<file path="src/rtl/uart_tx_pkg.sv">
// uart_tx_pkg: shared definitions for the bus-mapped UART transmitter.
//   - register offsets (busAddr[3:2])
//   - store size encodings carried on strb[1:0]
//   - STATUS / CTRL bit positions
//   - transmit FSM state type
package uart_tx_pkg;

    // Register offsets, decoded from busAddr[3:2]
    localparam logic [1:0] REG_TXDATA  = 2'd0;
    localparam logic [1:0] REG_STATUS  = 2'd1;
    localparam logic [1:0] REG_BAUDDIV = 2'd2;
    localparam logic [1:0] REG_CTRL    = 2'd3;

    // Access size on strb[1:0]
    localparam logic [1:0] SIZE_B = 2'b00;
    localparam logic [1:0] SIZE_H = 2'b01;
    localparam logic [1:0] SIZE_W = 2'b10;

    // STATUS bit positions
    localparam int STAT_BUSY    = 0;
    localparam int STAT_FULL    = 1;
    localparam int STAT_EMPTY   = 2;
    localparam int STAT_OVF     = 3;
    localparam int STAT_CNT_LSB = 8;

    // CTRL bit positions
    localparam int CTRL_EN  = 0;
    localparam int CTRL_PAR = 1;

    // PARITY is only reachable when the parity option is compiled in
    typedef enum logic [2:0] {
        ST_IDLE,
        ST_START,
        ST_DATA,
        ST_PARITY,
        ST_STOP
    } tx_state_t;

    // Even parity bit: makes the total count of ones (data + parity) even
    function automatic logic even_parity(input logic [7:0] d);
        return ^d;
    endfunction

endpackage

</file>
<file path="src/rtl/bus_uart_tx_responder_fifo.sv">
// tx_fifo: synchronous FIFO holding bytes waiting for transmission.
//   clk, srst   : clock, synchronous active-high reset (flushes contents)
//   push, din   : write request and data; ignored when full
//   pop         : read request; ignored when empty
//   dout        : current head entry (combinational)
//   full, empty : occupancy flags
//   count       : number of stored entries (0..DEPTH)
// DEPTH must be a power of two so the pointers wrap naturally.
module tx_fifo #(
    parameter int WIDTH = 8,
    parameter int DEPTH = 8
) (
    input  logic                       clk,
    input  logic                       srst,
    input  logic                       push,
    input  logic                       pop,
    input  logic [WIDTH-1:0]           din,
    output logic [WIDTH-1:0]           dout,
    output logic                       full,
    output logic                       empty,
    output logic [$clog2(DEPTH):0]     count
);

    localparam int AW = $clog2(DEPTH);
    localparam int CW = AW + 1;

    logic [WIDTH-1:0] mem [DEPTH];
    logic [AW-1:0]    wr_ptr_reg;
    logic [AW-1:0]    rd_ptr_reg;
    logic [CW-1:0]    count_reg;
    logic             do_push;
    logic             do_pop;

    assign full    = (count_reg == CW'(DEPTH));
    assign empty   = (count_reg == '0);
    assign do_push = push && !full;
    assign do_pop  = pop && !empty;
    assign dout    = mem[rd_ptr_reg];
    assign count   = count_reg;

    // Storage has no reset so it can map onto plain memory
    always_ff @(posedge clk) begin
        if (do_push) begin
            mem[wr_ptr_reg] <= din;
        end
    end

    always_ff @(posedge clk) begin
        if (srst) begin
            wr_ptr_reg <= '0;
            rd_ptr_reg <= '0;
            count_reg  <= '0;
        end else begin
            if (do_push) begin
                wr_ptr_reg <= wr_ptr_reg + 1'b1;
            end
            if (do_pop) begin
                rd_ptr_reg <= rd_ptr_reg + 1'b1;
            end
            // Simultaneous push and pop leaves the count unchanged
            case ({do_push, do_pop})
                2'b10:   count_reg <= count_reg + 1'b1;
                2'b01:   count_reg <= count_reg - 1'b1;
                default: count_reg <= count_reg;
            endcase
        end
    end

endmodule

</file>
<file path="src/rtl/bus_uart_tx_responder.sv">
// bus_uart_tx_responder: memory-mapped UART transmitter (bus responder).
//   The CPU pushes bytes into a TX FIFO through TXDATA and polls STATUS;
//   the bytes are serialised 8N1 (LSB first) on tx.
//   Optional build macro UART_TX_PARITY_EN adds CTRL bit1 (even parity
//   enable) and a PARITY bit period between DATA and STOP.
// Ports:
//   clk, reset        : clock, synchronous active-high reset
//   busSel            : chip select from the address decoder
//   busWe             : 1 = store, 0 = load
//   busAddr[31:0]     : byte address, only [3:2] decoded
//   strb[2:0]         : [1:0] access size (byte/half/word), [2] unused
//   busWData[31:0]    : store data, lane-aligned at bit 0
//   busRData[31:0]    : load data, combinational, 0 when not reading
//   tx                : serial output, idles high
//   txIrq             : level interrupt, FIFO empty and transmitter idle
// Registers: 0 TXDATA (W), 1 STATUS (R, W1C overflow on bit3),
//            2 BAUDDIV (RW [15:0]), 3 CTRL (RW bit0 enable).
module bus_uart_tx_responder
    import uart_tx_pkg::*;
#(
    parameter int          FIFO_DEPTH = 8,
    parameter logic [15:0] BAUD_RST   = 16'd867
) (
    input  logic        clk,
    input  logic        reset,
    input  logic        busSel,
    input  logic        busWe,
    input  logic [31:0] busAddr,
    input  logic [2:0]  strb,
    input  logic [31:0] busWData,
    output logic [31:0] busRData,
    output logic        tx,
    output logic        txIrq
);

    localparam int CW = $clog2(FIFO_DEPTH) + 1;

    // ---------------- bus decode ----------------
    logic       wr_en;
    logic       rd_en;
    logic [1:0] reg_off;

    assign wr_en   = busSel & busWe;
    assign rd_en   = busSel & ~busWe;
    assign reg_off = busAddr[3:2];

    // Address bits outside [3:2], the unsigned-load flag and the upper
    // data lanes carry nothing for this block.
    logic unused_bits;
    assign unused_bits = &{1'b0, busAddr[31:4], busAddr[1:0], strb[2],
                           busWData[31:16]};

    // ---------------- FIFO ----------------
    logic          fifo_push;
    logic          fifo_pop;
    logic [7:0]    fifo_dout;
    logic          fifo_full;
    logic          fifo_empty;
    logic [CW-1:0] fifo_count;

    assign fifo_push = wr_en && (reg_off == REG_TXDATA);

    tx_fifo #(
        .WIDTH (8),
        .DEPTH (FIFO_DEPTH)
    ) u_fifo (
        .clk   (clk),
        .srst  (reset),
        .push  (fifo_push),
        .pop   (fifo_pop),
        .din   (busWData[7:0]),
        .dout  (fifo_dout),
        .full  (fifo_full),
        .empty (fifo_empty),
        .count (fifo_count)
    );

    // ---------------- control registers ----------------
    logic [15:0] baud_div_reg;
    logic        enable_reg;
    logic        ovf_reg;
    logic        par_en;

    always_ff @(posedge clk) begin
        if (reset) begin
            baud_div_reg <= BAUD_RST;
            enable_reg   <= 1'b0;
            ovf_reg      <= 1'b0;
        end else begin
            // A push and a clear cannot coincide: they target different offsets
            if (fifo_push && fifo_full) begin
                ovf_reg <= 1'b1;
            end else if (wr_en && (reg_off == REG_STATUS) && busWData[STAT_OVF]) begin
                ovf_reg <= 1'b0;
            end

            if (wr_en && (reg_off == REG_BAUDDIV)) begin
                unique case (strb[1:0])
                    SIZE_B:  baud_div_reg[7:0] <= busWData[7:0];
                    SIZE_H:  baud_div_reg      <= busWData[15:0];
                    SIZE_W:  baud_div_reg      <= busWData[15:0];
                    default: baud_div_reg      <= busWData[15:0];
                endcase
            end

            if (wr_en && (reg_off == REG_CTRL)) begin
                enable_reg <= busWData[CTRL_EN];
            end
        end
    end

`ifdef UART_TX_PARITY_EN
    logic par_en_reg;

    always_ff @(posedge clk) begin
        if (reset) begin
            par_en_reg <= 1'b0;
        end else if (wr_en && (reg_off == REG_CTRL)) begin
            par_en_reg <= busWData[CTRL_PAR];
        end
    end

    assign par_en = par_en_reg;
`else
    assign par_en = 1'b0;
`endif

    // ---------------- transmit FSM ----------------
    tx_state_t   state_reg,     state_next;
    logic [15:0] cnt_reg,       cnt_next;
    logic [15:0] limit_reg,     limit_next;
    logic [7:0]  shift_reg,     shift_next;
    logic [2:0]  idx_reg,       idx_next;
    logic        par_bit_reg,   par_bit_next;
    logic        par_frame_reg, par_frame_next;
    logic        tx_reg,        tx_next;
    logic        tick;
    logic        busy;

    // Bit period ends when the counter has walked 0..limit
    assign tick = (cnt_reg == limit_reg);
    assign busy = (state_reg != ST_IDLE);

    always_ff @(posedge clk) begin
        if (reset) begin
            state_reg     <= ST_IDLE;
            cnt_reg       <= '0;
            limit_reg     <= '0;
            shift_reg     <= '0;
            idx_reg       <= '0;
            par_bit_reg   <= 1'b0;
            par_frame_reg <= 1'b0;
            tx_reg        <= 1'b1;
        end else begin
            state_reg     <= state_next;
            cnt_reg       <= cnt_next;
            limit_reg     <= limit_next;
            shift_reg     <= shift_next;
            idx_reg       <= idx_next;
            par_bit_reg   <= par_bit_next;
            par_frame_reg <= par_frame_next;
            tx_reg        <= tx_next;
        end
    end

    always_comb begin
        state_next     = state_reg;
        cnt_next       = cnt_reg;
        limit_next     = limit_reg;
        shift_next     = shift_reg;
        idx_next       = idx_reg;
        par_bit_next   = par_bit_reg;
        par_frame_next = par_frame_reg;
        tx_next        = tx_reg;
        fifo_pop       = 1'b0;

        if (state_reg != ST_IDLE) begin
            cnt_next = tick ? 16'd0 : cnt_reg + 16'd1;
        end

        unique case (state_reg)
            ST_IDLE: begin
                tx_next = 1'b1;
                if (enable_reg && !fifo_empty) begin
                    // Divider and parity mode are frozen for the whole frame,
                    // so register writes mid-frame only affect the next one.
                    fifo_pop       = 1'b1;
                    shift_next     = fifo_dout;
                    limit_next     = baud_div_reg;
                    cnt_next       = 16'd0;
                    idx_next       = 3'd0;
                    par_bit_next   = even_parity(fifo_dout);
                    par_frame_next = par_en;
                    state_next     = ST_START;
                    tx_next        = 1'b0;
                end
            end
            ST_START: begin
                if (tick) begin
                    state_next = ST_DATA;
                    tx_next    = shift_reg[0];
                end
            end
            ST_DATA: begin
                if (tick) begin
                    if (idx_reg == 3'd7) begin
                        if (par_frame_reg) begin
                            state_next = ST_PARITY;
                            tx_next    = par_bit_reg;
                        end else begin
                            state_next = ST_STOP;
                            tx_next    = 1'b1;
                        end
                    end else begin
                        // shift_reg[0] is always the bit currently on the line
                        idx_next   = idx_reg + 3'd1;
                        shift_next = {1'b0, shift_reg[7:1]};
                        tx_next    = shift_reg[1];
                    end
                end
            end
            ST_PARITY: begin
                if (tick) begin
                    state_next = ST_STOP;
                    tx_next    = 1'b1;
                end
            end
            ST_STOP: begin
                if (tick) begin
                    state_next = ST_IDLE;
                    tx_next    = 1'b1;
                end
            end
            default: begin
                state_next = ST_IDLE;
                tx_next    = 1'b1;
            end
        endcase
    end

    // ---------------- outputs ----------------
    assign tx    = tx_reg;
    assign txIrq = fifo_empty & ~busy;

    logic [31:0] status_word;

    always_comb begin
        status_word                             = '0;
        status_word[STAT_BUSY]                  = busy;
        status_word[STAT_FULL]                  = fifo_full;
        status_word[STAT_EMPTY]                 = fifo_empty;
        status_word[STAT_OVF]                   = ovf_reg;
        status_word[STAT_CNT_LSB +: 8]          = 8'(fifo_count);
    end

    always_comb begin
        busRData = 32'h0;
        if (rd_en) begin
            unique case (reg_off)
                REG_TXDATA:  busRData = 32'h0;
                REG_STATUS:  busRData = status_word;
                REG_BAUDDIV: busRData = {16'h0, baud_div_reg};
                REG_CTRL:    busRData = {30'h0, par_en, enable_reg};
                default:     busRData = 32'h0;
            endcase
        end
    end

endmodule

</file>
<file path="config.mk">
export PLATFORM = sky130hd
export DESIGN_NAME = bus_uart_tx_responder
export DESIGN_NICKNAME = d
export VERILOG_FILES = /design/src/rtl/uart_tx_pkg.sv /design/src/rtl/bus_uart_tx_responder_fifo.sv /design/src/rtl/bus_uart_tx_responder.sv
export SDC_FILE = /design/constraint.sdc
export NUM_CORES = 1
export LEC_CHECK = 0
export ABC_CLOCK_PERIOD_IN_PS = 7070
export BUFFER_PORTS_ARGS = -buffer_cell sky130_fd_sc_hd__buf_2
export CAP_MARGIN = 10
export CORE_AREA = 10 10 117 119
export CTS_BUF_LIST = sky130_fd_sc_hd__clkbuf_2 sky130_fd_sc_hd__clkbuf_4 sky130_fd_sc_hd__clkbuf_8
export DETAILED_ROUTE_END_ITERATION = 10
export DIE_AREA = 0 0 127 129
export GPL_TIMING_DRIVEN = 0
export PLACE_DENSITY = 0.8
export SLEW_MARGIN = 30
export SYNTH_ARGS = -nofsm -noshare
export SYNTH_HDL_FRONTEND = slang
export SYNTH_SLANG_ARGS = --single-unit
export TNS_END_PERCENT = 30
</file>
<file path="constraint.sdc">
create_clock -name clk -period 7.07 [get_ports clk]
set_input_delay 0.707 -clock clk [delete_from_list [all_inputs] [get_ports clk]]
set_output_delay 0.707 -clock clk [all_outputs]
set_load 0.005 [all_outputs]
</file>
==> flow_summary.json <==
{
  "drt-initial-drc-count": 422,
  "syn_area_per_cell_um2": 10.8,
  "max_stage_delay_ps": 560,
  "grt.overflow.total": 0,
  "grt_pass1_vias": 4643,
  "fp-row-count": 39,
  "dp_hpwl_mm": 10.3,
  "slew_headroom": 0.457,
  "netlist_area_um2": 6450,
  "skew_ps": 9.21,
  "synth_cell_type_count": 57,
  "core_area_um2": 11300,
  "via_count": 4741,
  "finalCriticalPeriod_ps": 3180,
  "setup_viol": 0,
  "hold_depth": 2,
  "post_cts_resize_count": 0,
  "final_cell_mix": "nand2_1, dfxtp_1, edfxtp_1",
  "hold-worst-slack_ps": 460,
  "synthCells": 596,
  "synth_edf_count": 64,
  "endpoint_kind": "flip-flop",
  "antenna_found_initial": 0,
  "clkLatencyLatePin_ps": 450,
  "post-route-period-util": 0.450,
  "finalWorstSetupSlack_ps": 3890,
  "placedInstanceArea_um2": 6920,
  "gp_congestion": 0.903,
  "synth_seq_cells": 142,
  "max_freq_ghz": 0.314,
  "hold_buffers": 0,
  "cts-root-buf": "clkbuf_8",
  "final_common_cell": "nand2_1",
  "clkSlewWorstSetupHoldPaths_ps": 80,
  "peakVddDrop_uv": 217,
  "ys_seq_area_frac": 0.540,
  "drc": 0,
  "clock-sinks": 142,
  "max_cap_violations": 0,
  "clockBufferDepth": 2,
  "hold_viol": 0,
  "firstDrtPassIters": 5,
  "die-area_um2": 16400,
  "syn_to_final_growth_pct": 14.2,
  "grt_pass1_wl_mm": 23.2,
  "dieWidth_um": 127,
  "start_util": 0.570,
  "r2r-end": "u_fifo.count[2]",
  "viasPerCell": 5.73,
  "cp.arrival_ps": 3560,
  "drive_above_1_share": 0.210,
  "synth_ff_type": "dfxtp_1",
  "htreeDepth": 4,
  "nNetsFinal": 751,
  "fin_tns_setup_ps": 0,
  "worstReg2RegStart": "state_reg[2]",
  "cp_top_family": "simple AND/OR/NAND/NOR gates",
  "track_usage": 0.178,
  "start_kind": "flip-flop",
  "pin_count": 105,
  "post-place-ws_ps": 3990,
  "holdPathEnd": "idx_reg[2]",
  "critPathMaxFanout": 11,
  "r2r_cells": 11,
  "top_register": "u_fifo.mem",
  "cp.required_ps": 7440,
  "cts_buffers": 17,
  "synth_warnings": 0,
  "asyncSetResetFlopFracSynth": 0,
  "largest_reg_flops": 64,
  "grt_start_max_net_pins": 17,
  "n_antenna_cell": 0,
  "status": "finished clean",
  "cts_setup_buffers": 0,
  "cts_tree": "yes",
  "path_class": "reg -> reg",
  "stdcell_area_um2": 7360,
  "final_antenna_net_count": 0,
  "worst_slew_pin_slew_ps": 810,
  "p_leak_nw": 2.72,
  "reg2reg_slack_ps": 3890,
  "crit_chain": "nor3_2, nand3_2, inv_1, clkbuf_1, ha_1, xor2_1, ha_1, a21oi_1, xor2_1, or3_1, a21oi_1",
  "io_buffers": 41,
  "hp-start": "idx_reg[2]",
  "rsz0062_at_grt": "false",
  "cpMaxStageDelayCell": "nor3_2",
  "wl_per_cell_um": 17.4,
  "crit_buf_inv": 2,
  "die_h_um": 129,
  "wl_mm": 14.4,
  "min_path_type": "reg -> reg",
  "drv_slew": 0,
  "pwr_density_cell_nw_per_um2": 224
}
[tightest hold or removal path, cell delays in order (launching register included)]
cell	delay [ps]
dfxtp_1	320
nand2_1	50
o21ai_1	50
[cells by family after synthesis]
family          after synthesis  share of synthesized area
simple gates                233                      0.176
mux                          41                     0.0951
buf+inv                      55                     0.0485
xor+xnor                     25                     0.0340
flops                       142                      0.540
other cells                   1                   0.000582
compound gates               91                     0.0904
fa+ha+maj                     8                     0.0155
[cell type report]
type | count | area [µm²]
tap | 143 | 179
clock inverter | 14 | 203
sequential | 142 | 3480
multi-input combinational | 414 | 2740
timing repair buffer | 42 | 210
buffer | 49 | 290
clock buffer | 18 | 241
fill | 857 | 3960
inverter | 6 | 22.5
[synthesized netlist by cell type (3+ instances only)]
cell | instances | share of area
a21oi_1 | 37 | 0.029
a22oi_1 | 8 | 0.0093
a41oi_1 | 4 | 0.0054
and2_1 | 9 | 0.0087
buf_2 | 10 | 0.0078
buf_4 | 19 | 0.022
buf_6 | 3 | 0.0052
clkbuf_1 | 15 | 0.0087
dfxtp_1 | 78 | 0.24
edfxtp_1 | 64 | 0.30
ha_1 | 8 | 0.016
inv_1 | 6 | 0.0035
mux2i_1 | 23 | 0.036
mux4_2 | 16 | 0.056
nand2_1 | 116 | 0.068
nand2b_1 | 4 | 0.0039
nand3_1 | 15 | 0.012
nand4_1 | 12 | 0.012
nor2_1 | 29 | 0.017
nor2b_1 | 6 | 0.0058
nor3_1 | 8 | 0.0062
nor3_2 | 4 | 0.0062
nor4_1 | 4 | 0.0039
nor4_2 | 3 | 0.0058
o211ai_1 | 11 | 0.013
o21ai_0 | 6 | 0.0047
o21ai_1 | 5 | 0.0039
o22ai_1 | 4 | 0.0039
or3_1 | 6 | 0.0058
or4_1 | 3 | 0.0035
xnor2_1 | 3 | 0.0041
xor2_1 | 22 | 0.030
[routing by layer]
layer  vias to the layer above  part of all wire  track usage
li1                       2282                 -            -
met1                      2256              0.43        0.214
met2                       172              0.49        0.294
met3                        31             0.061       0.0464
met4                         0             0.023       0.0784
met5                         -                 0            0
[per-stage QoR]
step	utilization	cells	power, W
after floorplan	-	611	0.000918
after global placement	0.609	795	0.000941
after detailed placement	0.611	796	0.000944
after CTS	0.651	828	0.00165
after global routing	0.651	828	0.00170
final	0.651	828	0.00165
[worst max-delay path by stage]
stage | slack (ps) | end | startpoint | cells past startpoint
2_1_floorplan | 4430 | u_fifo.count[2] | busAddr[3] | 9
3_3_place_gp | 3570 | u_fifo.mem[0][6] | busAddr[3] | 4
3_5_place_dp | 3990 | u_fifo.count[2] | state_reg[1] | 12
4_1_cts | 3940 | u_fifo.count[2] | state_reg[2] | 11
5_1_grt | 3600 | u_fifo.count[2] | state_reg[1] | 12
6_report | 3890 | u_fifo.count[2] | state_reg[2] | 11
[where the power goes]
group          switching, W  internal [W]  leakage (nW)
logic             0.0000389     0.0000239          1.30
clock network      0.000325      0.000397         0.224
registers        0.00000336      0.000860          1.20
No activity file was read; power rests on OpenSTA's default activity.
